**config.mk**
```make
export PLATFORM = sky130hd
export DESIGN_NAME = reg_bank_sb
export DESIGN_NICKNAME = d
export VERILOG_FILES = /design/src/rtl/reg_bank_sb.sv
export SDC_FILE = /design/constraint.sdc
export NUM_CORES = 1
export LEC_CHECK = 0
export CORE_UTILIZATION = 41
export DETAILED_ROUTE_END_ITERATION = 7
export GPL_ROUTABILITY_DRIVEN = 0
export HOLD_SLACK_MARGIN = 0.1
export PLACE_DENSITY_LB_ADDON = 0.3
export SYNTH_ARGS = -nofsm -noshare
export SYNTH_HDL_FRONTEND = slang
export SYNTH_SLANG_ARGS = --single-unit
```
**constraint.sdc**
```tcl
create_clock -name clk -period 4.3 [get_ports clk]
set_clock_uncertainty 0.15 [all_clocks]
set_input_delay 0.86 -clock clk [delete_from_list [all_inputs] [get_ports clk]]
set_output_delay 0.86 -clock clk [all_outputs]
set_load 0.05 [all_outputs]
```
**src/rtl/reg_bank_sb.sv**
```systemverilog
// 2-read/1-write register bank with per-register busy scoreboard and a
// one-register-per-cycle clear sequence after reset.
module reg_bank_sb #(
  parameter int unsigned WIDTH   = 32,
  parameter int unsigned AW      = 5,
  parameter bit          ZERO_R0 = 1'b1,
  parameter bit          BYPASS  = 1'b1
) (
  input  logic             clk,
  input  logic             reset,
  input  logic [AW-1:0]    sr1,
  input  logic [AW-1:0]    sr2,
  output logic [WIDTH-1:0] read_data_1,
  output logic [WIDTH-1:0] read_data_2,
  input  logic             write,
  input  logic [AW-1:0]    dr,
  input  logic [WIDTH-1:0] write_data,
  input  logic             issue,
  input  logic [AW-1:0]    issue_dr,
  output logic             busy_1,
  output logic             busy_2,
  output logic             ready
);

  localparam int unsigned DEPTH = 2 ** AW;

  typedef enum logic {CLEAR, RUN} state_t;

  state_t           state;
  logic [AW-1:0]    cnt;
  logic [WIDTH-1:0] regs [DEPTH];
  logic [DEPTH-1:0] busy;

  logic wr_en;
  logic iss_en;
  logic hit_1;
  logic hit_2;

  // Register 0 is hardwired when ZERO_R0, so it never takes data or a producer.
  assign wr_en  = write && (state == RUN) && !(ZERO_R0 && (dr == '0));
  assign iss_en = issue && (state == RUN) && !(ZERO_R0 && (issue_dr == '0));
  assign hit_1  = BYPASS && wr_en && (dr == sr1);
  assign hit_2  = BYPASS && wr_en && (dr == sr2);

  // Clear sequencer and run-time write/issue; issue after write so issue wins.
  always_ff @(posedge clk) begin
    if (reset) begin
      state <= CLEAR;
      cnt   <= '0;
      ready <= 1'b0;
    end else begin
      case (state)
        CLEAR: begin
          regs[cnt] <= '0;
          busy[cnt] <= 1'b0;
          cnt       <= cnt + 1'b1;
          if (cnt == AW'(DEPTH - 1)) begin
            state <= RUN;
            ready <= 1'b1;
          end
        end
        RUN: begin
          if (wr_en) begin
            regs[dr] <= write_data;
            busy[dr] <= 1'b0;
          end
          if (iss_en) begin
            busy[issue_dr] <= 1'b1;
          end
        end
        default: state <= CLEAR;
      endcase
    end
  end

  always_comb begin
    read_data_1 = '0;
    busy_1      = 1'b0;
    if ((state == RUN) && !(ZERO_R0 && (sr1 == '0))) begin
      if (hit_1) begin
        read_data_1 = write_data;
      end else begin
        read_data_1 = regs[sr1];
        busy_1      = busy[sr1];
      end
    end
  end

  always_comb begin
    read_data_2 = '0;
    busy_2      = 1'b0;
    if ((state == RUN) && !(ZERO_R0 && (sr2 == '0))) begin
      if (hit_2) begin
        read_data_2 = write_data;
      end else begin
        read_data_2 = regs[sr2];
        busy_2      = busy[sr2];
      end
    end
  end

endmodule
```
After elaboration in Yosys (flattened, before gate mapping)

Memory sizes are Yosys's and may differ from the RTL's.
Cells that the tools add are included.

Bits of input ports: 56
RAM bits: 1,024
Output and inout bits: 67
Logic and storage cells: 79
Memories kept: 1
Register bits after elaboration: 39

Order comparisons: 8
Reduce and logical (&&, ||, !) cells: 21
Bitwise gates (word level): 6
Add/subtract/negate cells: 1
Mux-type cells: 35
Equality and inequality tests: 3

Memory list:

| memory | depth | bits a word | read ports | clocked after Yosys merged registers in | write ports | line | RTL |
|---|---|---|---|---|---|---|---|
| regs   | 32    | 32          | 2          | 0                                       | 1           | 31   | `logic [WIDTH-1:0] regs [DEPTH];` |

Operator list:

| cell                | number |
|---|---|
| $mux 32             | 9 |
| $and 32x32->32      | 2 |
| $not 32->32         | 2 |
| $pmux 32 s2         | 1 |
| $or 32x32->32       | 1 |
| $reduce_or 32->1    | 1 |
| $lt 5x6->1 const B  | 5 |
| $logic_not 5->1     | 4 |
| $mux 1              | 19 |
| $demux 1 s5         | 3 |
| $ge 5x1->1 const B  | 3 |
| $logic_and 1x1->1   | 11 |
| $bmux 1 s5          | 2 |
| $eq 5x5->1          | 2 |
| $add 5x1->5 const B | 1 |
| $eq 5x5->1 const B  | 1 |
| $mux 5              | 1 |
| $logic_not 1->1     | 4 |
| $reduce_and 2->1    | 1 |
| $not 1->1           | 1 |

Logic depth before layout (Yosys ltp)

Word-level depth: 12
Gate-level depth with buffers: 9
Gate-level depth less buffers: 5

Worst setup path after synthesis

OpenSTA, ideal clock, no wires.

Path kind: input to register
Start point: input reset
End point: memory regs[27][0] (enable)
Path slack: 0.163 ns
Data arrival time: 3.566 ns
Stages on the path: 6
Library setup time: 0.421 ns
Path buffers: 1
Required time: 3.729 ns
Path through: clkbuf_1 > inv_1 > nand4b_1 > o31ai_1 > nand2_1 > nor2_1

Cells in the longest elaborated chain, start to end: 4
Elaborated cells between the ends (all ways): 7
Classes of those cells: mux (6); reduce/logical (1)

RTL lines:

| item                                                     | line | RTL |
|---|---|---|
| from (decl)                                              | 10   | `input logic reset,` |
| $mux 1                                                   | 47   | `if (reset) begin` |
| $mux 1 (implied by the code)                             | 64   | `regs[dr] <= write_data;` |
| $reduce_or 32->1 (no source line)                        | -    |  |
| $mux 5 (no source line) / $mux 1 (equally long branches) | -    |  |
| to (decl)                                                | 31   |  |

Parallel ways exist; a longest one is shown, timed or not.

Worst setup path in the final report

Start point: input dr[1]
End point: output read_data_1[12]

Cells in the longest elaborated chain, start to end: 6
Elaborated cells between the ends (all ways): 7
Classes of those cells: eq/ne (1); mux (2); reduce/logical (4)

RTL lines:

| item                | line | RTL |
|---|---|---|
| from (decl)         | 16   | `input logic [AW-1:0] dr,` |
| $logic_not 5->1     | 40   | `assign wr_en = write && (state == RUN) && !(ZERO_R0 && (dr == '0));` |
| $logic_not 1->1     | 40   |  |
| $logic_and 1x1->1   | 40   |  |
| $logic_and 1x1->1 * | 42   | `assign hit_1 = BYPASS && wr_en && (dr == sr1);` |
| $mux 32 *           | 80   | `if (hit_1) begin` |
| $mux 32 *           | 79   | `if ((state == RUN) && !(ZERO_R0 && (sr1 == '0))) begin` |
| to (decl)           | 13   | `output logic [WIDTH-1:0] read_data_1,` |

Mark *: on every way between the ends. The rest lies on a longest branch, timed or not.

==> key figures <==
Setup path
  • Reg2reg start: state
  • CP peak stage delay: 0.44 ns
  • Startpoint Class: primary input
  • Worst setup path end: read_data_1[12]
  • Worst-path maximum fanout: 13
  • WP buf/inv: 5
  • Crit path depth: 10
  • Most frequent CP cell: buf_12
  • CP top delay family: buffers and inverters
  • Worst Path Arrival: 3.24 ns
  • Worst r2r path cells: 8
  • Reg-to-reg endpoint: regs[23][29]
  • FF-to-FF setup slack: 1.34 ns
  • Worst Setup End Kind: output pin
  • Crit path kind: primary input to output pin
  • Worst Path Required: 3.29 ns
  • Critical Path Start: dr[1]
  • Cells along the critical path: clkdlybuf4s50_1 -> buf_12 -> nor4_4 -> a21o_1 -> o31ai_4 -> buf_12 -> buf_4 -> nor3_1 -> a32o_1 -> buf_12
  • Critical-path top delay cell: clkdlybuf4s50_1

Power
  • Power Internal: 17.7 mW
  • Switching Share: 23.0%
  • Net Sw Power: 5.28 mW
  • Power consumption: 22.9 mW
  • Pleak: 22.8 nW
  • Pwr Density: 367 nW/um2
  • Sequential share of power: 49.5%
  • Clock power share: 41.8%
  • Worst vdd ir: 0.000340 V
  • Combinational Power Share: 8.7%

Synth
  • Ys flop type: edfxtp_1
  • Syn Nets: 3319
  • Multiplexer area fraction after synthesis: 23.6%
  • Post-Synth Simple-Gate Area: 4.14%
  • Leading area contributor after synthesis: edfxtp_1
  • Async SR Flop Fraction: 0%
  • Cells after Synth: 3258
  • Post-synthesis register bit count: 1063
  • Avg Cell Area, Syn: 15.9 um2
  • Area of the mapped netlist: 51700 um2
  • Post-synthesis compound-gate area fraction: 7.97%
  • Synth top area share: 61.3%
  • Sequential element share of the synthesized area: 61.6%
  • Largest family of logic cells by synthesized area: multiplexers
  • Number of library cell types mapped by synthesis: 58
  • Top cells by area, synth: edfxtp_1 61%, mux4_2 12%, mux2i_1 11%
  • Number of synthesized flops with an enable pin: 1056
  • Xor and xnor area share after synthesis: 0.203%
  • Adder-cell share of the synthesized area: 0.121%
  • Synth Warn #: 0

Floorplanning
  • Cell Rows: 129
  • Die area: 128000 um2
  • Initial Utilization: 41.6%
  • Die Y: 357 um
  • Core area: 124000 um2
  • Die W: 357 um
  • # IOs: 123

Timing
  • Tightest Pin Transition: 0.795 ns
  • Final Hold Fails: 0
  • # setup viols final: 0
  • Unrepaired setup endpoints after global routing: no
  • Slew margin rel.: 46.9%
  • Period utilization: 98.8%
  • FMAX: 235 MHz
  • Final Max Tran Viols: 0
  • Crit path time final: 4.25 ns
  • Hold slack: 0.334 ns
  • Setup TNS: 0 ns

GRT
  • Vias in the first global route: 34200
  • Largest net degree at the start of global routing: 53
  • Total GRT Usage: 27.2%
  • Remaining Overflow, GRT: 0
  • Wire length of the first global-routing pass: 247000 um
  • Initial antenna violation count: 1

Route
  • Wirelength per Cell: 33.1 um
  • Router iterations before antenna repair: 5
  • Iteration-0 DRC Markers: 4422
  • Routed Antenna Nets: 0
  • Vias: 34600
  • Residual DRC: 0
  • Post-DR vias/cell: 6.52
  • Routed WL: 175000 um

Cells and area
  • Inserted Diodes: 0
  • P&R area growth vs syn: 20.6%
  • Final Util: 50.2%
  • Share of layout cells above drive strength 1: 26.5%
  • Final instance area: 62400 um2
  • Nets: 3632
  • Filler Cell Count: 10100

CTS
  • Clk_lat worst skew: 0.71 ns
  • Num CTS Buffers: 107
  • H-tree levels: 3
  • CTS tree: done
  • Clock Sinks: 1063
  • Longest Clk Path Bufs: 3
  • Root buffer cell: clkbuf_16
  • Clk slew on worst S/H paths: 0.07 ns
  • CTS hold repair buffers: 0

Job
  • Max-cap violations: 0

Run status
  • Run status: completed

Placed design
  • Hpwl dp: 111000 um
  • Port bufs: 122
  • Cell Area, Placed: 58800 um2

Worst hold path
  • Tightest Hold Check Type: register to register
  • Hold Crit Depth: 2
==> placed cells by master, fill, tap and decap left out, drive strengths merged, types with 10 or more instances in the layout <==
master         netlist  routed
edfxtp            1056    1056
clkdlybuf4s50        0      44
a22o                49      49
a31oi               10      10
buf                151     427
a21oi              137     137
o21ai               49      49
a32o                21      21
nand4               13      13
o221ai              14      14
nor2b               19      19
mux4               278     278
mux2                29      29
inv                  9      14
a22oi              191     191
nor3                50      50
and2                59      59
bufinv               0      15
o211ai              28      28
nand3               77      77
o22ai               50      50
clkbuf             119     124
a311oi              14      14
mux2i              561     561
nand2              116     116
nand2b              12      12
nor2                62      62
clkinv               1      50
==> cells in the mapped netlist (59+ instances only) <==
master	number
mux4_2	278
nand2_1	116
nand3_1	77
edfxtp_1	1056
clkbuf_1	119
nor2_1	62
buf_2	114
a22oi_1	191
and2_1	59
mux2i_1	561
a21oi_1	137
==> worst register-to-register path, cell delays in order, from the launching register on <==
cell and delay (ns):
dfxtp_2 0.38, clkinvlp_4 0.20, buf_4 0.15, buf_4 0.10, a22oi_1 0.07, nor2_1 0.47, nand2_1 0.43, nor2_4 0.25
buf_4 0.41
==> worst min-delay path by stage <==
stage | endpoint | from
floorplan | cnt[0] | cnt[0]
global placement | ready | ready
finish | ready | ready
global route | ready | ready
detailed placement | ready | ready
CTS | ready | ready
==> repair_timing <==
item | in CTS | in global routing
gates resized for setup | 1 | 9
gates cloned | 0 | 0
pin swaps | 1 | 3
buffers inserted | 1 | 7
setup endpoints to repair | 24 | 25
==> sequential cells by signal (all words and copies together) (netlist names) <==
signal,count
busy,32
regs,1024
cnt,5
state,1
ready,1
==> cell families (layout without fill, tap and decap cells) <==
logic type      Yosys count  count (layout)
simple gates            434             434
flops                  1063            1063
mux                     868             868
buf+inv                 280             685
fa+ha+maj                 5               5
xor+xnor                 12              12
compound gates          596             596
==> cell type report <==
type                    instances  area, um2  area share (%)
flip-flops and latches       1063      31900            51.0
multi-input cells            1915      19100            30.6
repair buffers                474       5840            9.36
clock buffers                 123       2760            4.42
well taps                    1637       2050            3.28
clock inverters                78        800            1.28
inverters                      10       41.3          0.0661
==> per-layer routing <==
metal  global-route usage [%]  share of wire [%]
met5                        0                  0
met4                     12.4                4.8
met3                     4.63                 10
met2                     42.7                 46
met1                     37.0                 39
==> power by group through the flow <==
stage / Clock (mW) / Combinational, mW / Sequential (mW)
floorplan: 0 / 1.12 / 11.6
global placement: 0 / 1.94 / 11.6
detailed placement: 0 / 1.95 / 11.6
CTS: 9.66 / 1.96 / 11.4
global route: 10.0 / 2.05 / 11.4
finish: 9.59 / 1.99 / 11.4
==> through the flow <==
| stage | worst slack (ns) | std cells |
|---|---|---|
| finish | 0.0523 | 5300 |
| detailed placement | -0.0739 | 5091 |
| CTS | 0.0187 | 5293 |
| floorplan | 0.163 | 3258 |
| global route | 0.00153 | 5300 |
| global placement | -0.0759 | 5091 |
No activity file was read; power rests on OpenSTA's default activity.
